`src/rtl/wb_regfile_if.sv`:
```
// Write-back / register-file bus: MEM/WB write-back inputs, the two decode
// read ports, the forwarded write-back value and the retire counter.
interface wb_regfile_if #(
    parameter int DATA_WIDTH = 16,
    parameter int ADDR_WIDTH = 4,
    parameter int CNT_WIDTH  = 16
);
    logic                  RegWrite3;
    logic                  MemotoReg3;
    logic [DATA_WIDTH-1:0] DataOut3;
    logic [DATA_WIDTH-1:0] Result3;
    logic [ADDR_WIDTH-1:0] RegWriteIndex3;
    logic [ADDR_WIDTH-1:0] ReadIndexA;
    logic [ADDR_WIDTH-1:0] ReadIndexB;
    logic [DATA_WIDTH-1:0] ReadDataA;
    logic [DATA_WIDTH-1:0] ReadDataB;
    logic [DATA_WIDTH-1:0] WbData;
    logic [CNT_WIDTH-1:0]  RetireCount;

    // Pipeline / decode side: drives write-back and read indices.
    modport master (
        output RegWrite3, MemotoReg3, DataOut3, Result3, RegWriteIndex3,
        output ReadIndexA, ReadIndexB,
        input  ReadDataA, ReadDataB, WbData, RetireCount
    );

    // Register file side.
    modport slave (
        input  RegWrite3, MemotoReg3, DataOut3, Result3, RegWriteIndex3,
        input  ReadIndexA, ReadIndexB,
        output ReadDataA, ReadDataB, WbData, RetireCount
    );
endinterface

```
`src/rtl/wb_regfile.sv`:
```
// Write-back stage sink and general register file.
// Selects load data vs ALU result, commits it on the clock edge, serves two
// combinational read ports and counts committed writes (wrapping).
// Optional macro WB_REGFILE_BYPASS_EN: a read of the register being written
// this cycle returns the write-back value instead of the stored one.
module wb_regfile #(
    parameter int DATA_WIDTH = 16,
    parameter int ADDR_WIDTH = 4,
    parameter int NUM_REGS   = 16,
    parameter int CNT_WIDTH  = 16
) (
    input logic          i_clk,
    input logic          i_rst,
    wb_regfile_if.slave  bus
);

    localparam int IDX_W = (NUM_REGS > 1) ? $clog2(NUM_REGS) : 1;
    localparam logic [ADDR_WIDTH:0] NUM_REGS_L = (ADDR_WIDTH+1)'(NUM_REGS);

    logic [DATA_WIDTH-1:0] r_regs [NUM_REGS];
    logic [CNT_WIDTH-1:0]  r_retire;

    logic [DATA_WIDTH-1:0] w_wb;
    logic                  w_wr_valid;
    logic [IDX_W-1:0]      w_wr_idx;
    logic                  w_rd_a_ok;
    logic                  w_rd_b_ok;
    logic [IDX_W-1:0]      w_rd_a_idx;
    logic [IDX_W-1:0]      w_rd_b_idx;

    // Out-of-range indices (only possible when NUM_REGS < 2**ADDR_WIDTH) never touch storage.
    function automatic logic in_range(input logic [ADDR_WIDTH-1:0] idx);
        return {1'b0, idx} < NUM_REGS_L;
    endfunction

    assign w_wb       = bus.MemotoReg3 ? bus.DataOut3 : bus.Result3;
    assign w_wr_valid = bus.RegWrite3 && in_range(bus.RegWriteIndex3);
    assign w_wr_idx   = bus.RegWriteIndex3[IDX_W-1:0];
    assign w_rd_a_ok  = in_range(bus.ReadIndexA);
    assign w_rd_b_ok  = in_range(bus.ReadIndexB);
    assign w_rd_a_idx = bus.ReadIndexA[IDX_W-1:0];
    assign w_rd_b_idx = bus.ReadIndexB[IDX_W-1:0];

    assign bus.WbData      = w_wb;
    assign bus.RetireCount = r_retire;

    // Commit the selected write-back value and count retired writes.
    always_ff @(posedge i_clk or posedge i_rst) begin
        if (i_rst) begin
            for (int i = 0; i < NUM_REGS; i++) begin
                r_regs[i] <= '0;
            end
            r_retire <= '0;
        end else if (w_wr_valid) begin
            r_regs[w_wr_idx] <= w_wb;
            r_retire         <= r_retire + CNT_WIDTH'(1);
        end
    end

    // Read port A: stored value, or the in-flight write when bypass is built in.
    always_comb begin
        bus.ReadDataA = '0;
        if (w_rd_a_ok) begin
            bus.ReadDataA = r_regs[w_rd_a_idx];
        end
`ifdef WB_REGFILE_BYPASS_EN
        if (!i_rst && w_wr_valid && (bus.ReadIndexA == bus.RegWriteIndex3)) begin
            bus.ReadDataA = w_wb;
        end
`else
`endif
    end

    // Read port B: resolved independently of port A.
    always_comb begin
        bus.ReadDataB = '0;
        if (w_rd_b_ok) begin
            bus.ReadDataB = r_regs[w_rd_b_idx];
        end
`ifdef WB_REGFILE_BYPASS_EN
        if (!i_rst && w_wr_valid && (bus.ReadIndexB == bus.RegWriteIndex3)) begin
            bus.ReadDataB = w_wb;
        end
`else
`endif
    end

endmodule

```
`src/flat_wrapper.sv`:
```
// flat-port wrapper written by rule: the top's interface ports become plain ports
module wb_regfile_flat 
#(
    parameter int DATA_WIDTH = 16,
    parameter int ADDR_WIDTH = 4,
    parameter int NUM_REGS   = 16,
    parameter int CNT_WIDTH  = 16
)
  (i_clk, i_rst, bus_RegWrite3, bus_MemotoReg3, bus_DataOut3, bus_Result3, bus_RegWriteIndex3, bus_ReadIndexA, bus_ReadIndexB, bus_ReadDataA, bus_ReadDataB, bus_WbData, bus_RetireCount);
  wb_regfile_if #(.DATA_WIDTH(DATA_WIDTH), .ADDR_WIDTH(ADDR_WIDTH), .CNT_WIDTH(CNT_WIDTH)) bus_i ();
  input logic i_clk;
  input logic i_rst;
  input wire logic [$bits(bus_i.RegWrite3)-1:0] bus_RegWrite3;
  input wire logic [$bits(bus_i.MemotoReg3)-1:0] bus_MemotoReg3;
  input wire logic [$bits(bus_i.DataOut3)-1:0] bus_DataOut3;
  input wire logic [$bits(bus_i.Result3)-1:0] bus_Result3;
  input wire logic [$bits(bus_i.RegWriteIndex3)-1:0] bus_RegWriteIndex3;
  input wire logic [$bits(bus_i.ReadIndexA)-1:0] bus_ReadIndexA;
  input wire logic [$bits(bus_i.ReadIndexB)-1:0] bus_ReadIndexB;
  output wire logic [$bits(bus_i.ReadDataA)-1:0] bus_ReadDataA;
  output wire logic [$bits(bus_i.ReadDataB)-1:0] bus_ReadDataB;
  output wire logic [$bits(bus_i.WbData)-1:0] bus_WbData;
  output wire logic [$bits(bus_i.RetireCount)-1:0] bus_RetireCount;
  assign bus_i.RegWrite3 = bus_RegWrite3;
  assign bus_i.MemotoReg3 = bus_MemotoReg3;
  assign bus_i.DataOut3 = bus_DataOut3;
  assign bus_i.Result3 = bus_Result3;
  assign bus_i.RegWriteIndex3 = bus_RegWriteIndex3;
  assign bus_i.ReadIndexA = bus_ReadIndexA;
  assign bus_i.ReadIndexB = bus_ReadIndexB;
  assign bus_ReadDataA = bus_i.ReadDataA;
  assign bus_ReadDataB = bus_i.ReadDataB;
  assign bus_WbData = bus_i.WbData;
  assign bus_RetireCount = bus_i.RetireCount;
  wb_regfile #(.DATA_WIDTH(DATA_WIDTH), .ADDR_WIDTH(ADDR_WIDTH), .NUM_REGS(NUM_REGS), .CNT_WIDTH(CNT_WIDTH)) u_core (.i_clk(i_clk), .i_rst(i_rst), .bus(bus_i));
endmodule
```
`config.mk`:
```
export PLATFORM = sky130hd
export DESIGN_NAME = wb_regfile_flat
export DESIGN_NICKNAME = d
export VERILOG_FILES = /design/src/rtl/wb_regfile_if.sv /design/src/rtl/wb_regfile.sv /design/src/flat_wrapper.sv
export SDC_FILE = /design/constraint.sdc
export NUM_CORES = 1
export LEC_CHECK = 0
export CORE_MARGIN = 2
export CORE_UTILIZATION = 43
export CTS_CLUSTER_DIAMETER = 30
export DETAILED_ROUTE_END_ITERATION = 7
export PLACE_DENSITY = 0.64
export SLEW_MARGIN = 20
export SYNTH_ARGS = -nofsm -noshare
export SYNTH_HDL_FRONTEND = slang
export SYNTH_SLANG_ARGS = --single-unit
export TNS_END_PERCENT = 30
```
`constraint.sdc`:
```
create_clock -name i_clk -period 11.2 [get_ports i_clk]
set_input_delay 1.68 -clock i_clk [delete_from_list [all_inputs] [get_ports i_clk]]
set_output_delay 1.68 -clock i_clk [all_outputs]
set_load 0.05 [all_outputs]
```
==> flow_summary.yaml, run 1 <==
run_status:
  status: "finished, final reports clean"
floorplanning:
  die-area_mm2: 0.03340
  ios: 112
  fp.dieH_um: 182.8
  die_w_um: 182.8
  start_util: 0.4365
  placementRows: 65
  core_region_area_mm2: 0.03147
timing:
  drv_slew: 0
  hold_violations: 0
  rsz0062_at_grt: "no"
  worstMarginPinSlew_ps: 1171
  fin_crit_sh: 0.5646
  min_period_ps: 6323
  finClkSkew_ps: 25.69
  relSlewSlack: 0.2192
  finalSetupViolCount: 0
  fin_setup_tns_ps: 0
  fmax_mhz: 158.1
clock_network:
  cts_root_buffer: "clkbuf_16"
  cts_made_buffers: 56
  tritoncts: "built"
  clockBufferDepth: 3
  htree_levels: 2
  cts.clk_slew.worst_paths_ps: 50
  cts.sinks: 272
  postCtsHoldBufs: 0
  ctsResizeCount: 0
  postCtsSetupBuffers: 0
  clk_latency_ps: 570
worst_setup_path:
  r2r_slack_ps: 9530
  worstSetupPathType: "in -> out"
  timing.rr.start: "u_core.bus.RetireCount[2]"
  start_kind: "input port"
  r2r-end: "u_core.bus.RetireCount[15]"
  r2r_cells: 4
  crit_arrival_ps: 4640
  crit_fanout: 44
  required_ps: 9520
  endpoint_kind: "output pin"
synth:
  synth_nets: 1273
  ys_top_cells_by_area: "dfrtp_1 (50%), mux4_2 (21%), a21oi_1 (5.8%)"
  yosys.area.top_type: "dfrtp_1"
  synth-edff-count: 0
  synth-async-reset-ratio: 1.000
  yosys_warnings: 0
  synth-seq-area-share: 0.4954
  netlist_instances: 1224
  synth_seq_cells: 272
  synth_most_common_cell: "dfrtp_1"
  synth.cell_area_mm2: 0.01374
  avgSynthCellArea_um2: 11.23
  synthTopCellsByCount: "dfrtp_1 (272), nor2_1 (175), a21oi_1 (160), nand2_1 (133), mux4_2 (128)"
  synthFlopType: "dfrtp_1"
  synth_top_area_frac: 0.4954
  yosysUniqueCellTypes: 31
grt:
  grt_pass1_wl_mm: 62.34
  grt_max_degree: 122
  groute.usage.overall: 0.2480
  grt_pass1_vias: 10627
  grt_overflow: 0
  antenna_found_initial: 0
power:
  seq_power_share: 0.347
  leakagePower_nw: 7.161
  swShare: 0.3010
  combPwrFrac: 0.222
  switchingPower_mw: 1.216
  p_per_area_mw_per_mm2: 235.3
  irDropWorstVdd_v: 0.0001617
  internal_power_mw: 2.823
  p_clk_frac: 0.432
job:
  cap_violations: 0
worst_hold_path:
  min_from: "u_core.bus.RetireCount[15]"
  worstHoldPathCells: 1
  holdPathEnd: "u_core.bus.RetireCount[15]"
  hold_class: "reg -> reg"
place:
  place_hpwl_mm: 23.91
  gp_congestion: 0.7710
  placement.io_buffers: 111
route:
  drt-wirelength-per-cell_um: 22.61
  drc: 0
  dr.pass1.iters: 5
  drt_iter0_markers: 900
  vias_per_cell: 5.891
  ant_nets: 0
  postRouteWirelength_mm: 39.95
  dr_total_vias: 10409
finish:
  fin_nets: 1367
  multi_input_comb_area_mm2: 0.006394
  seqCellArea_mm2: 0.006807
  flow.area_growth_from_synthesis_pct: 24.95
  antenna_cells: 0
  fin_util: 0.5455
  drive_gt1_frac: 0.2154
  fillerInstances: 2720
==> cell type report <==
cell class	count	share of cell area
Multi-Input combinational cell	822	0.3724
Inverter	18	0.004373
Tap cell	402	0.02930
Clock buffer	74	0.09329
Clock inverter	31	0.02412
Sequential cell	272	0.3965
Timing Repair Buffer	148	0.08002
==> worst max-delay path by stage <==
| stage | startpoint | to | cells after the start |
|---|---|---|---|
| finish | bus_ReadIndexA[0] | bus_ReadDataA[9] | 6 |
| global route | bus_ReadIndexB[0] | bus_ReadDataB[8] | 6 |
| CTS | bus_ReadIndexA[0] | bus_ReadDataA[10] | 6 |
| detailed placement | bus_ReadIndexA[0] | bus_ReadDataA[9] | 6 |
| global placement | bus_ReadIndexB[0] | bus_ReadDataB[9] | 6 |
| floorplan | i_rst | u_core.bus.RetireCount[0] | 1 |
==> kinds of logic after synthesis <==
| kind of cell | Yosys count | synth area share |
|---|---|---|
| flip-flops | 272 | 0.4954 |
| AND/OR/NAND/NOR | 341 | 0.09908 |
| multiplexers | 145 | 0.2250 |
| buffers and inverters | 130 | 0.04180 |
| XOR/XNOR | 15 | 0.009562 |
| AO/OA/AOI/OAI | 320 | 0.1282 |
| adder cells (fa/ha/maj) | 1 | 0.0009105 |
==> metrics by stage <==
stage               setup WS [ps]  hold WS, ps  area [um2]  power, mW  instances
CTS                          4827        477.0       17170      4.062       1767
detailed placement           4828        471.2       15150      2.304       1662
floorplan                    2025        460.9       13740      2.026       1224
global route                 4629        485.9       17170      4.220       1767
global placement             4847        464.3       15150      2.268       1662
finish                       4877        468.1       17170      4.040       1767
==> power groups by stage <==
stage / sequential (mW) / combinational [mW] / clock [mW]
floorplan: 1.39 / 0.636 / 0
global placement: 1.39 / 0.876 / 0
detailed placement: 1.41 / 0.897 / 0
CTS: 1.40 / 0.902 / 1.76
global route: 1.43 / 0.975 / 1.82
finish: 1.40 / 0.895 / 1.74
==> layer usage <==
layer  track usage  routed length, um  vias to the layer above
li1              -                  -                     4627
met1        0.3263              16150                     5273
met2        0.4154              19510                      423
met3       0.05024               3115                       86
met4       0.08065               1173                        0
met5             0                  0                        -
==> critical path: stages <==
cell,delay [ps]
buf_4,360
buf_4,770
mux4_2,590
a22oi_1,270
nand2_1,150
clkdlybuf4s50_1,740
==> state kept, by name, summed over array words and instances (netlist names) <==
register                flops
u_core.bus.RetireCount     16
u_core.r_regs             256
==> layout by cell type (no fill, tap or decap), types with 7 or more instances in the layout <==
| cell type | n |
|---|---|
| clkbuf_16 | 58 |
| nand3_1 | 9 |
| clkinvlp_4 | 7 |
| dfrtp_1 | 272 |
| clkinv_2 | 7 |
| o21ai_0 | 66 |
| nor2_1 | 166 |
| nor2_2 | 9 |
| clkdlybuf4s50_1 | 107 |
| a21oi_1 | 160 |
| a22oi_1 | 64 |
| buf_4 | 39 |
| clkbuf_8 | 9 |
| nand2_1 | 133 |
| o21ai_1 | 30 |
| inv_1 | 17 |
| bufinv_16 | 8 |
| mux4_2 | 128 |
| clkbuf_1 | 7 |
| mux2i_2 | 10 |
| xnor2_1 | 10 |
Note: power is estimated with default switching activity, not from simulation.
==> inputs of run 2 (changes only) <==
==> constraint.sdc (replaced) <==
create_clock -name i_clk -period 5.9 [get_ports i_clk]
set_input_delay 0.885 -clock i_clk [delete_from_list [all_inputs] [get_ports i_clk]]
set_output_delay 0.885 -clock i_clk [all_outputs]
set_load 0.05 [all_outputs]
==> flow_summary.yaml, run 2 (synthesis gave the netlist of run 1 again) <==
timing:
  worstMarginPinSlew_ps: 1134
  finalSetupViolCount: 0
  fin_setup_tns_ps: 0
  min_period_ps: 4407
  finClkSkew_ps: 5.971
  fin_crit_sh: 0.7470
  drv_slew: 0
  fin_ws_ps: 1493
  rsz0062_at_grt: "no"
  fmax_mhz: 226.9
  hold_violations: 0
  relSlewSlack: 0.2438
place:
  placement.io_buffers: 111
  pre_cts_ws_ps: 1535
  gp_congestion: 0.8252
  place_area_mm2: 0.01528
  placed_cells: 1675
  place_hpwl_mm: 24.61
floorplanning:
  die-area_mm2: 0.03340
  core_region_area_mm2: 0.03147
  die_w_um: 182.8
  placementRows: 65
  fp.dieH_um: 182.8
  ios: 112
  start_util: 0.4365
worst_setup_path:
  path_buf_inv: 3
  crit_family: "buffers and inverters"
  path_depth: 6
  endpoint_kind: "output pin"
  required_ps: 5020
  crit_fanout: 9
  crit_arrival_ps: 3520
  crit_top_cell: "clkdlybuf4s50_1"
  worstSetupPathType: "in -> out"
  crit_path_cell_trace: "clkdlybuf4s50_1 > nor2_1 > buf_4 > a22oi_1 > nand2_1 > clkdlybuf4s50_1"
  crit_slowest_cell: "clkdlybuf4s50_1"
  r2r_slack_ps: 4260
  crit_end: "bus_ReadDataA[13]"
  r2r-end: "u_core.bus.RetireCount[15]"
  critical_path.max_stage_delay_ps: 820
  start_kind: "input port"
  r2r_cells: 4
  timing.rr.start: "u_core.bus.RetireCount[2]"
  crit_start: "bus_ReadIndexA[2]"
grt:
  antenna_found_initial: 0
  grt_max_degree: 127
  groute.usage.overall: 0.2481
  grt_pass1_wl_mm: 63.05
  grt_pass1_vias: 10782
  grt_overflow: 0
finish:
  largest_register_ff_count: 256
  flow.area_growth_from_synthesis_pct: 27.16
  fin_util: 0.5551
  drive_gt1_frac: 0.2253
  fin_nets: 1383
  layout_commonest_cell: "dfrtp_1"
  antenna_cells: 0
  regMostFlops: "u_core.r_regs"
  stdcell_count: 1787
  stdcell_area_mm2: 0.01747
  final_cell_mix: "dfrtp_1 (272), nor2_1 (166), a21oi_1 (160), nand2_1 (133), mux4_2 (128)"
route:
  drt-wirelength-per-cell_um: 22.38
  drc: 0
  ant_nets: 0
  dr_total_vias: 10556
  vias_per_cell: 5.907
  postRouteWirelength_mm: 39.99
  drt_iter0_markers: 900
  dr.pass1.iters: 5
clock_network:
  clk_latency_ps: 570
  cts_root_buffer: "clkbuf_16"
  postCtsSetupBuffers: 0
  cts_made_buffers: 59
  clockBufferDepth: 3
  postCtsHoldBufs: 0
  cts.clk_slew.worst_paths_ps: 40
  cts.sinks: 272
  tritoncts: "built"
  htree_levels: 2
  ctsResizeCount: 0
worst_hold_path:
  min_from: "u_core.bus.RetireCount[13]"
  hold_class: "reg -> reg"
power:
  p_per_area_mw_per_mm2: 455.0
  leakagePower_nw: 7.323
  irDropWorstVdd_v: 0.0003198
run_status:
  status: "finished, final reports clean"
job:
  cap_violations: 0
-- run 2: changes by cell type in the layout (fill, tap and decap cells not counted) --
cell / before / now
clkinv_4: 4 / 7
clkinvlp_4: 7 / 5
bufinv_16: 8 / 12
buf_4: 39 / 49
nand2b_2: 2 / 1
inv_8: 1 / 0
buf_12: 0 / 3
clkbuf_1: 7 / 8
clkbuf_16: 58 / 60
nand2b_1: 3 / 4
clkinv_2: 7 / 8
inv_6: 4 / 3
-- run 2: worst min-delay path by stage --
stage | to | slack [ps] | depth (start not counted)
CTS | u_core.bus.RetireCount[13] | 490 | 1
detailed placement | u_core.bus.RetireCount[13] | 480 | 1
floorplan | u_core.r_regs[208] | 460 | 2
global placement | u_core.r_regs[211] | 470 | 2
finish | u_core.bus.RetireCount[13] | 490 | 1
global route | u_core.bus.RetireCount[15] | 510 | 1
-- run 2: worst reg2reg max path, cell delays in order, from the launching register on --
cell and delay (ps):
dfrtp_1 430, nand3_1 180, nor4_1 570, nand3_1 170
xnor2_1 160
-- run 2: routing by layer --
| metal | wire length (um) | track usage | vias up |
|---|---|---|---|
| li1 | - | - | 4685 |
| met1 | 17070 | 0.3462 | 5351 |
| met2 | 19170 | 0.3977 | 452 |
| met3 | 2950 | 0.05083 | 68 |
| met4 | 800 | 0.07065 | 0 |
| met5 | 0 | 0 | - |
-- run 2: power by group --
part           internal (mW)  switching [mW]
logic                  0.808           0.922
clock network           2.49            1.08
registers               2.31           0.339
total                   5.61            2.34
-- run 2: final cells by class --
class | count | area, um2
multi-input combinational | 822 | 6391
clock buffer | 77 | 1655
tap | 402 | 503.0
inverter | 18 | 71.32
timing repair buffer | 161 | 1509
sequential | 272 | 6807
fill | 2620 | 14000
clock inverter | 35 | 534.3
-- run 2: stage by stage --
stage	hold WS [ps]	power [mW]
final	494.6	7.949
after CTS	494.5	7.980
after global placement	474.3	4.322
after floorplan	460.9	3.846
after global routing	510.7	8.295
after detailed placement	481.4	4.382
